<file path="src/rtl/snax_gemm_csr_sequencer.sv">
// -----------------------------------------------------------------------------
// snax_gemm_csr_sequencer
//
// Hardware launcher for the streamer-GEMM accelerator. A shadow bank holds the
// configuration CSR values. On a launch command the block drives the
// accelerator's CSR request/response port with no core involvement. It writes
// every configuration CSR in index order, then writes the start CSR. It then
// polls the status CSR, with PollGap idle cycles between reads, until the busy
// bits clear or MaxPolls reads have been made.
//
// Ports
//   clk_i, rst_ni            clock, synchronous active-low reset
//   cfg_wr_*                 shadow write port (valid/ready, index, data)
//   launch_valid_i/ready_o   launch handshake
//   busy_o                   sequence in progress
//   done_o                   one-cycle completion pulse
//   error_o                  sticky poll-timeout flag, cleared by the next launch
//   csr_req_*                CSR request towards the accelerator
//   csr_rsp_*                CSR read response from the accelerator
// -----------------------------------------------------------------------------
module snax_gemm_csr_sequencer #(
  parameter int unsigned NumCfgCsr     = 16,
  parameter logic [31:0] CfgBaseAddr   = 32'd0,
  parameter logic [31:0] StartCsrAddr  = 32'd16,
  parameter logic [31:0] StatusCsrAddr = 32'd17,
  parameter logic [31:0] BusyMask      = 32'h1,
  parameter int unsigned PollGap       = 4,
  parameter int unsigned MaxPolls      = 1024,
  localparam int unsigned IdxW  = (NumCfgCsr > 1) ? $clog2(NumCfgCsr) : 1,
  localparam int unsigned PollW = $clog2(MaxPolls + 1),
  localparam int unsigned GapW  = (PollGap > 1) ? $clog2(PollGap) : 1
) (
  input  logic            clk_i,
  input  logic            rst_ni,
  input  logic            cfg_wr_valid_i,
  output logic            cfg_wr_ready_o,
  input  logic [IdxW-1:0] cfg_wr_idx_i,
  input  logic [31:0]     cfg_wr_data_i,
  input  logic            launch_valid_i,
  output logic            launch_ready_o,
  output logic            busy_o,
  output logic            done_o,
  output logic            error_o,
  output logic [31:0]     csr_req_bits_data_o,
  output logic [31:0]     csr_req_bits_addr_o,
  output logic            csr_req_bits_write_o,
  output logic            csr_req_valid_o,
  input  logic            csr_req_ready_i,
  input  logic            csr_rsp_valid_i,
  output logic            csr_rsp_ready_o,
  input  logic [31:0]     csr_rsp_bits_data_i
);

  localparam logic [2:0] IDLE     = 3'd0;
  localparam logic [2:0] WR_CFG   = 3'd1;
  localparam logic [2:0] WR_START = 3'd2;
  localparam logic [2:0] RD_REQ   = 3'd3;
  localparam logic [2:0] RD_RSP   = 3'd4;
  localparam logic [2:0] GAP      = 3'd5;
  localparam logic [2:0] DONE     = 3'd6;

  logic [2:0]       state;
  logic [IdxW-1:0]  idx;
  logic [PollW-1:0] polls;
  logic [GapW-1:0]  gap;
  logic             error_q;
  logic [31:0]      shadow [NumCfgCsr];

  assign cfg_wr_ready_o = (state == IDLE);
  assign launch_ready_o = (state == IDLE);
  assign busy_o         = (state != IDLE) && (state != DONE);
  assign done_o         = (state == DONE);
  assign error_o        = error_q;

  // NOTE: every register here, the shadow bank included, uses non-blocking
  // assignments so that all state updates see the pre-edge values. The shadow
  // bank is reset explicitly because a reset must leave it all-zero.
  always_ff @(posedge clk_i) begin
    if (!rst_ni) begin
      state   <= IDLE;
      idx     <= '0;
      polls   <= '0;
      gap     <= '0;
      error_q <= 1'b0;
      for (int i = 0; i < int'(NumCfgCsr); i++) begin
        shadow[i] <= '0;
      end
    end else begin
      // Writes only land in IDLE. A write in the same cycle as a launch lands
      // before WR_CFG first reads the bank. Indices past the bank are dropped.
      if (cfg_wr_valid_i && cfg_wr_ready_o && (32'(cfg_wr_idx_i) < NumCfgCsr)) begin
        shadow[cfg_wr_idx_i] <= cfg_wr_data_i;
      end

      case (state)
        IDLE: begin
          if (launch_valid_i) begin
            error_q <= 1'b0;
            idx     <= '0;
            state   <= WR_CFG;
          end
        end
        WR_CFG: begin
          if (csr_req_ready_i) begin
            if (idx == IdxW'(NumCfgCsr - 1)) begin
              state <= WR_START;
            end else begin
              idx <= idx + 1'b1;
            end
          end
        end
        WR_START: begin
          if (csr_req_ready_i) begin
            polls <= '0;
            state <= RD_REQ;
          end
        end
        RD_REQ: begin
          if (csr_req_ready_i) begin
            // The counter saturates; it never wraps.
            if (polls != PollW'(MaxPolls)) begin
              polls <= polls + 1'b1;
            end
            state <= RD_RSP;
          end
        end
        RD_RSP: begin
          if (csr_rsp_valid_i) begin
            if ((csr_rsp_bits_data_i & BusyMask) == '0) begin
              state <= DONE;
            end else if (polls == PollW'(MaxPolls)) begin
              error_q <= 1'b1;
              state   <= DONE;
            end else begin
              gap   <= '0;
              state <= GAP;
            end
          end
        end
        GAP: begin
          if (gap == GapW'(PollGap - 1)) begin
            state <= RD_REQ;
          end else begin
            gap <= gap + 1'b1;
          end
        end
        DONE:    state <= IDLE;
        default: state <= IDLE;
      endcase
    end
  end

  // Request outputs are a function of the registered state only. They stay
  // stable while the accelerator stalls because state and idx move only on
  // a handshake.
  // NOTE: every output is given a default first so that no path infers a latch.
  always_comb begin
    csr_req_valid_o      = 1'b0;
    csr_req_bits_write_o = 1'b0;
    csr_req_bits_addr_o  = '0;
    csr_req_bits_data_o  = '0;
    csr_rsp_ready_o      = 1'b0;
    case (state)
      WR_CFG: begin
        csr_req_valid_o      = 1'b1;
        csr_req_bits_write_o = 1'b1;
        csr_req_bits_addr_o  = CfgBaseAddr + 32'(idx);
        csr_req_bits_data_o  = shadow[idx];
      end
      WR_START: begin
        csr_req_valid_o      = 1'b1;
        csr_req_bits_write_o = 1'b1;
        csr_req_bits_addr_o  = StartCsrAddr;
        csr_req_bits_data_o  = 32'h1;
      end
      RD_REQ: begin
        csr_req_valid_o     = 1'b1;
        csr_req_bits_addr_o = StatusCsrAddr;
      end
      RD_RSP:  csr_rsp_ready_o = 1'b1;
      default: ;
    endcase
  end

endmodule

</file>
<file path="config.mk">
export PLATFORM = sky130hd
export DESIGN_NAME = snax_gemm_csr_sequencer
export DESIGN_NICKNAME = d
export VERILOG_FILES = /design/src/rtl/snax_gemm_csr_sequencer.sv
export SDC_FILE = /design/constraint.sdc
export NUM_CORES = 1
export LEC_CHECK = 0
export CAP_MARGIN = 5
export CORE_ASPECT_RATIO = 0.6
export CORE_UTILIZATION = 35
export DETAILED_ROUTE_END_ITERATION = 12
export HOLD_SLACK_MARGIN = 0.03
export PLACE_DENSITY_LB_ADDON = 0.2
export SLEW_MARGIN = 0
export SYNTH_ARGS = -nofsm -noshare
export SYNTH_HDL_FRONTEND = slang
export SYNTH_SLANG_ARGS = --single-unit
</file>
<file path="constraint.sdc">
create_clock -name clk_i -period 4.1 [get_ports clk_i]
set_clock_uncertainty 0.2 [all_clocks]
set_input_delay 0.82 -clock clk_i [delete_from_list [all_inputs] [get_ports clk_i]]
set_output_delay 0.82 -clock clk_i [all_outputs]
set_load 0.05 [all_outputs]
</file>
==> reports/metrics.csv, run 1 <==
metric;value;unit
vdd_ir_drop_max;0.000295;V
post_synth.cell_area_avg;14.3;um^2
crit_type;register to output pin;
worst_hold_path_type;register to register;
drt_first_iter_violations;1498;
timing.final.setup_violations;0;
max_freq;251;MHz
tightestPinTransition;1.20;ns
port_buffers;87;
async_reset_ff_frac;0;
floorplan.core_area;0.0703;mm^2
tritoncts_clock_tree;done;
routed_wirelength;74.1;mm
p_leak;10.3;nW
die_area;0.0725;mm^2
non_filler_instance_count_after_layout;2817;
worst_setup_path_start_kind;register;
grt_antenna_before_repair;8;
rsz0062_at_grt;no;
viasPerCell;5.22;
worst_ep_required_time;3.08;ns
antenna_left;0;
cts_hold_repair.buffers;0;
route.vias.total;14700;
layout.cells.most_common_list;517 x and2_1, 512 x edfxtp_1, 107 x mux2i_1;
critical_path.max_fanout;12;
clock_latency_on_the_worst_skew_pair;0.59;ns
chipWidth;347;um
die_y;209;um
layout_min_cycle_time;3.98;ns
synthFlopType;edfxtp_1;
ff2ff_setup_slack;1.07;ns
global_route.usage.total;0.205;
place.gp.congestion;0.769;
layout.cells.most_common;and2_1;
crit_arrival;2.96;ns
layout-drive-gt1-share;0.198;
hold_viol_final;0;
clock_sink_count;537;
maxSlewHeadroom;0.197;
hpwlAfterDp;43.6;mm
grt-ovfl-total;0;
status;finished, final reports clean;
finalCritPeriodShare;0.971;
post_route_utilization;0.419;
detailedRoute.firstPassIterationCount;5;
cts_made_buffers;51;
synth_seq_cells;537;
place_inst;2712;
crit_path_end_kind;output pin;
io-pin-count;146;
synth_warnings;0;
clock-root-buffer;clkbuf_16;
power-per-cell-area;423;mW/mm^2
initial_core_util;0.356;
maxCapViolCount;0;
timing.final.max_slew_violations;0;
synth.yosys.seq_area_share;0.635;
first_global_vias;14800;
synth_edf_count;512;
cts_htree_levels;2;
postSynthCellCount;1746;
synth_cell_types;59;
post_drt_wl_per_cell;26.3;um
grt_start_max_net_pins;33;
synthesis.area;0.0250;mm^2
detail_route.drc_violations;0;
design.final.nets;1929;
std_cell_rows;75;
fillers;6297;
first_pass_grt_wire_length;106;mm
path_clk_slew;0.06;ns
clockBufferDepth;3;
flow.area_growth_from_synthesis;17.7;%
synth_stat cells, types with 23 or more instances:
cell type	instances	area [um^2]
a22o_1	23	201
and2_1	517	3230
buf_2	24	120
buf_4	35	263
clkbuf_1	82	308
clkbuf_2	25	125
dfxtp_1	25	500
edfxtp_1	512	15400
mux2_2	54	608
mux2i_1	107	1070
mux4_2	66	1490
nor2_1	37	139
o21ai_0	24	120
o22ai_1	32	200
o32ai_1	27	236
layer usage:
layer / GRT usage / wire, um
met5: 0 / 40
met4: 0.0378 / 1250
met3: 0.0432 / 5570
met2: 0.302 / 32000
met1: 0.311 / 35300
final timing paths:
path | endpoint | from | cells after the start
max | csr_req_bits_data_o[14] | register | 5
min | gap[0]$_SDFFE_PN0P_ | gap[0]$_SDFFE_PN0P_ | 2
max reg2reg | shadow[13][3]$_SDFFCE_PN0P_ | state[1]$_SDFFE_PN0P_ | 5
min reg2reg | gap[0]$_SDFFE_PN0P_ | gap[0]$_SDFFE_PN0P_ | 2
critical path, stage by stage, from the launching register on:
cell and delay (ns):
dfxtp_4 0.50, or2_2 0.49, buf_4 0.36, o22ai_1 0.16
o32ai_1 0.62, buf_12 0.22
registers in the layout, summed over array words and instances, names as in the netlist, named ones only:
name	flops
shadow	512
polls	11
idx	4
state	3
gap	2
error_o	1
cell families (layout without fill, tap and decap cells):
kind of cell | after synthesis | count (layout) | share of synthesized area
and+or+nand+nor | 641 | 641 | 0.157
DFF | 537 | 537 | 0.635
muxes | 227 | 227 | 0.127
buffers and inverters | 182 | 297 | 0.0350
AOI/OAI and AO/OA | 147 | 147 | 0.0420
xor gates and xnor gates | 7 | 7 | 0.00245
adders and majority gates | 4 | 4 | 0.00200
other | 1 | 33 | 0.000150
stage by stage:
stage	setup WS (ns)	hold slack, ns	total power [mW]	instance area (um^2)	setup TNS [ns]
2_1_floorplan	-0.363	0.238	7.45	25100	-89.12
3_3_place_gp	0.484	0.248	8.19	27900	0
3_5_place_dp	0.471	0.282	8.21	27900	0
4_1_cts	0.0165	0.290	12.5	29300	0
5_1_grt	0.0371	0.319	12.9	29400	0
6_report	0.118	0.288	12.5	29400	0
cell type report:
class | count | area [um^2] | area share
Sequential cell | 537 | 15900 | 0.540
Antenna cell | 6 | 15.0 | 0.000510
Clock inverter | 17 | 78.8 | 0.00268
Multi-Input combinational cell | 1053 | 8650 | 0.294
Clock buffer | 72 | 1360 | 0.0460
Inverter | 9 | 33.8 | 0.00115
Tap cell | 924 | 1160 | 0.0393
Timing Repair Buffer | 199 | 2260 | 0.0769
timing repair:
item / 4_1_cts / 5_1_grt
buffers inserted: 0 / 10
hold endpoints to repair: 0 / 0
setup endpoints to repair: 2 / 5
gates resized for setup: 2 / 1
where the power goes:
part | internal [mW] | switching, mW
clock network | 2.29 | 2.07
registers | 6.21 | 0.0698
logic | 0.719 | 1.11
total | 9.21 | 3.25
Note: power is estimated with default switching activity, not from simulation.
==> run 2, diff against run 1 <==
CORE_MARGIN = 4   (was not set)
CORE_UTILIZATION = 54   (was 35)
==> reports/metrics.csv, run 2 (same netlist as run 1, synthesis figures left out) <==
metric;value;unit
status;finished, final reports clean;
tightestPinTransition;0.877;ns
drt_first_iter_violations;1966;
cts_made_buffers;50;
detailedRoute.firstPassIterationCount;6;
totalNegativeSetupSlack;0;ns
flow.area_growth_from_synthesis;15.5;%
cts_hold_repair.buffers;0;
design.final.nets;1910;
grt_start_max_net_pins;43;
initial_core_util;0.552;
worstRegToRegCells;5;
critical_path.top_delay_family;simple AND/OR/NAND/NOR gates;
std_cell_rows;60;
layout.cells.most_common;and2_1;
rsz0062_at_grt;no;
detail_route.drc_violations;0;
combinational_fraction_of_design_power;0.140;
layout_top_registers;shadow x512, polls x11, idx x4;
clockBufferDepth;3;
p_leak;10.2;nW
routed_wirelength;67.6;mm
clock-root-buffer;clkbuf_16;
crit_path_end_kind;output pin;
share_clk_of_total_power;0.355;
regMostFlops;shadow;
place.gp.congestion;0.783;
vdd_ir_drop_max;0.000334;V
critical_path.cell_chain;nor3b_2 -> nand2b_2 -> buf_12 -> o32ai_1 -> buf_4 -> buf_12;
cp_num_buf_inv;3;
layout-drive-gt1-share;0.192;
post_drt_wl_per_cell;27.2;um
clock_sink_count;537;
fillers;3315;
hpwlAfterDp;39.7;mm
io-pin-count;146;
timing.final.max_slew_violations;0;
die_area;0.0499;mm^2
critPathMostFrequentCell;buf_12;
worst_ep_required_time;3.08;ns
crit_type;register to output pin;
worst_setup_path_start_kind;register;
cts_htree_levels;2;
slowest_cell_delay_on_critical_path;0.58;ns
grt-ovfl-total;0;
post-cts-setup-buffers;0;
first_global_vias;15100;
maxSlewHeadroom;0.415;
grt_antenna_before_repair;4;
hold_viol_final;0;
crit_slowest_cell;nor3b_2;
path_clk_slew;0.06;ns
finish.instance_area;0.0289;mm^2
worst_r2r_endpoint;shadow[2][26]$_SDFFCE_PN0P_;
viasPerCell;6.09;
first_pass_grt_wire_length;99.4;mm
dpl_cell_area;0.0274;mm^2
port_buffers;87;
crit_arrival;3.01;ns
power-per-cell-area;432;mW/mm^2
placement.setup.worst_slack;0.619;ns
switching_power;3.14;mW
power.total;12.5;mW
power.share.sequential;0.504;
hold_end;gap[0]$_SDFFE_PN0P_;
clock_latency_on_the_worst_skew_pair;0.57;ns
die_y;175;um
swShare;0.251;
timing.final.setup_violations;0;
ff2ff_setup_slack;0.95;ns
layout_min_cycle_time;4.03;ns
floorplan.core_area;0.0453;mm^2
global_route.usage.total;0.270;
finalCritPeriodShare;0.983;
antenna_left;0;
layout.cells.most_common_list;517 x and2_1, 512 x edfxtp_1, 107 x mux2i_1;
resized_cells_post_cts;0;
critical_path.max_fanout;32;
worstHoldStart;gap[0]$_SDFFE_PN0P_;
max_freq;248;MHz
number_of_flip_flops_under_the_largest_register_name;512;
min_path_cells;2;
internal-power;9.35;mW
route.vias.total;15200;
setup_ws;0.0710;ns
worst_hold_path_type;register to register;
maxCapViolCount;0;
chipWidth;286;um
worst_r2r_startpoint;state[1]$_SDFFE_PN0P_;
tritoncts_clock_tree;done;
==> run 2: cell count changes in the layout (fill, tap and decap cells not counted), moves of 2 or more <==
cell / previous run / this run
clkbuf_1: 21 / 13
buf_12: 51 / 48
clkbuf_8: 0 / 3
bufinv_16: 0 / 2
diode_2: 6 / 3
nor2_4: 12 / 0
o32ai_1: 25 / 27
nor2_2: 1 / 13
buf_4: 93 / 78
o32ai_2: 2 / 0
==> run 2: layout make-up <==
class | instances | area (um^2) | share of cell area
Inverter | 9 | 33.8 | 0.00117
Timing Repair Buffer | 181 | 2090 | 0.0725
Tap cell | 620 | 776 | 0.0269
Clock buffer | 67 | 1370 | 0.0473
Clock inverter | 20 | 149 | 0.00516
Antenna cell | 3 | 7.51 | 0.000260
Multi-Input combinational cell | 1053 | 8560 | 0.297
Sequential cell | 537 | 15900 | 0.550
==> run 2: how the worst max path moves through the flow <==
| stage | start | end | slack, ns | depth (start not counted) |
|---|---|---|---|---|
| global placement | cfg_wr_idx_i[0] | shadow[11][29]$_SDFFCE_PN0P_ | 0.66 | 4 |
| global route | state[2]$_SDFFE_PN0P_ | csr_req_bits_data_o[12] | 0.01 | 6 |
| finish | state[1]$_SDFFE_PN0P_ | csr_req_bits_data_o[12] | 0.07 | 6 |
| detailed placement | cfg_wr_idx_i[1] | shadow[11][5]$_SDFFCE_PN0P_ | 0.62 | 5 |
| floorplan | rst_ni | shadow[11][0]$_SDFFCE_PN0P_ | -0.36 | 4 |
| CTS | register | csr_req_bits_data_o[15] | 0.09 | 5 |
==> run 2: through the flow <==
stage,instances,hold slack (ns),utilization
after floorplan,1772,0.238,-
after global placement,2400,0.249,0.604
after detailed placement,2400,0.279,0.604
after CTS,2487,0.288,0.638
after global routing,2487,0.327,0.638
final,2490,0.282,0.638
==> run 2: metal layers <==
layer  GRT usage  up-vias  part of all wire
li1            -     6531                 -
met1       0.402     7684              0.42
met2       0.401      808              0.44
met3      0.0703      123              0.11
met4      0.0644        6             0.025
met5           0        -           0.00047
==> run 2: power by group through the flow <==
stage                     Combinational, mW  Clock, mW  Sequential (mW)
after detailed placement               1.74          0             6.41
after global routing                   1.83       4.73             6.31
after floorplan                        1.07          0             6.38
final                                  1.75       4.43             6.30
after CTS                              1.75       4.48             6.30
after global placement                 1.73          0             6.40
==> run 2: worst min-delay path, delay by kind of cell, from the launching register on <==
kind / cells / cell delay [ns]
flip-flops: 1 / 0.32
AND/OR/NAND/NOR: 1 / 0.06
multiplexers: 1 / 0.05
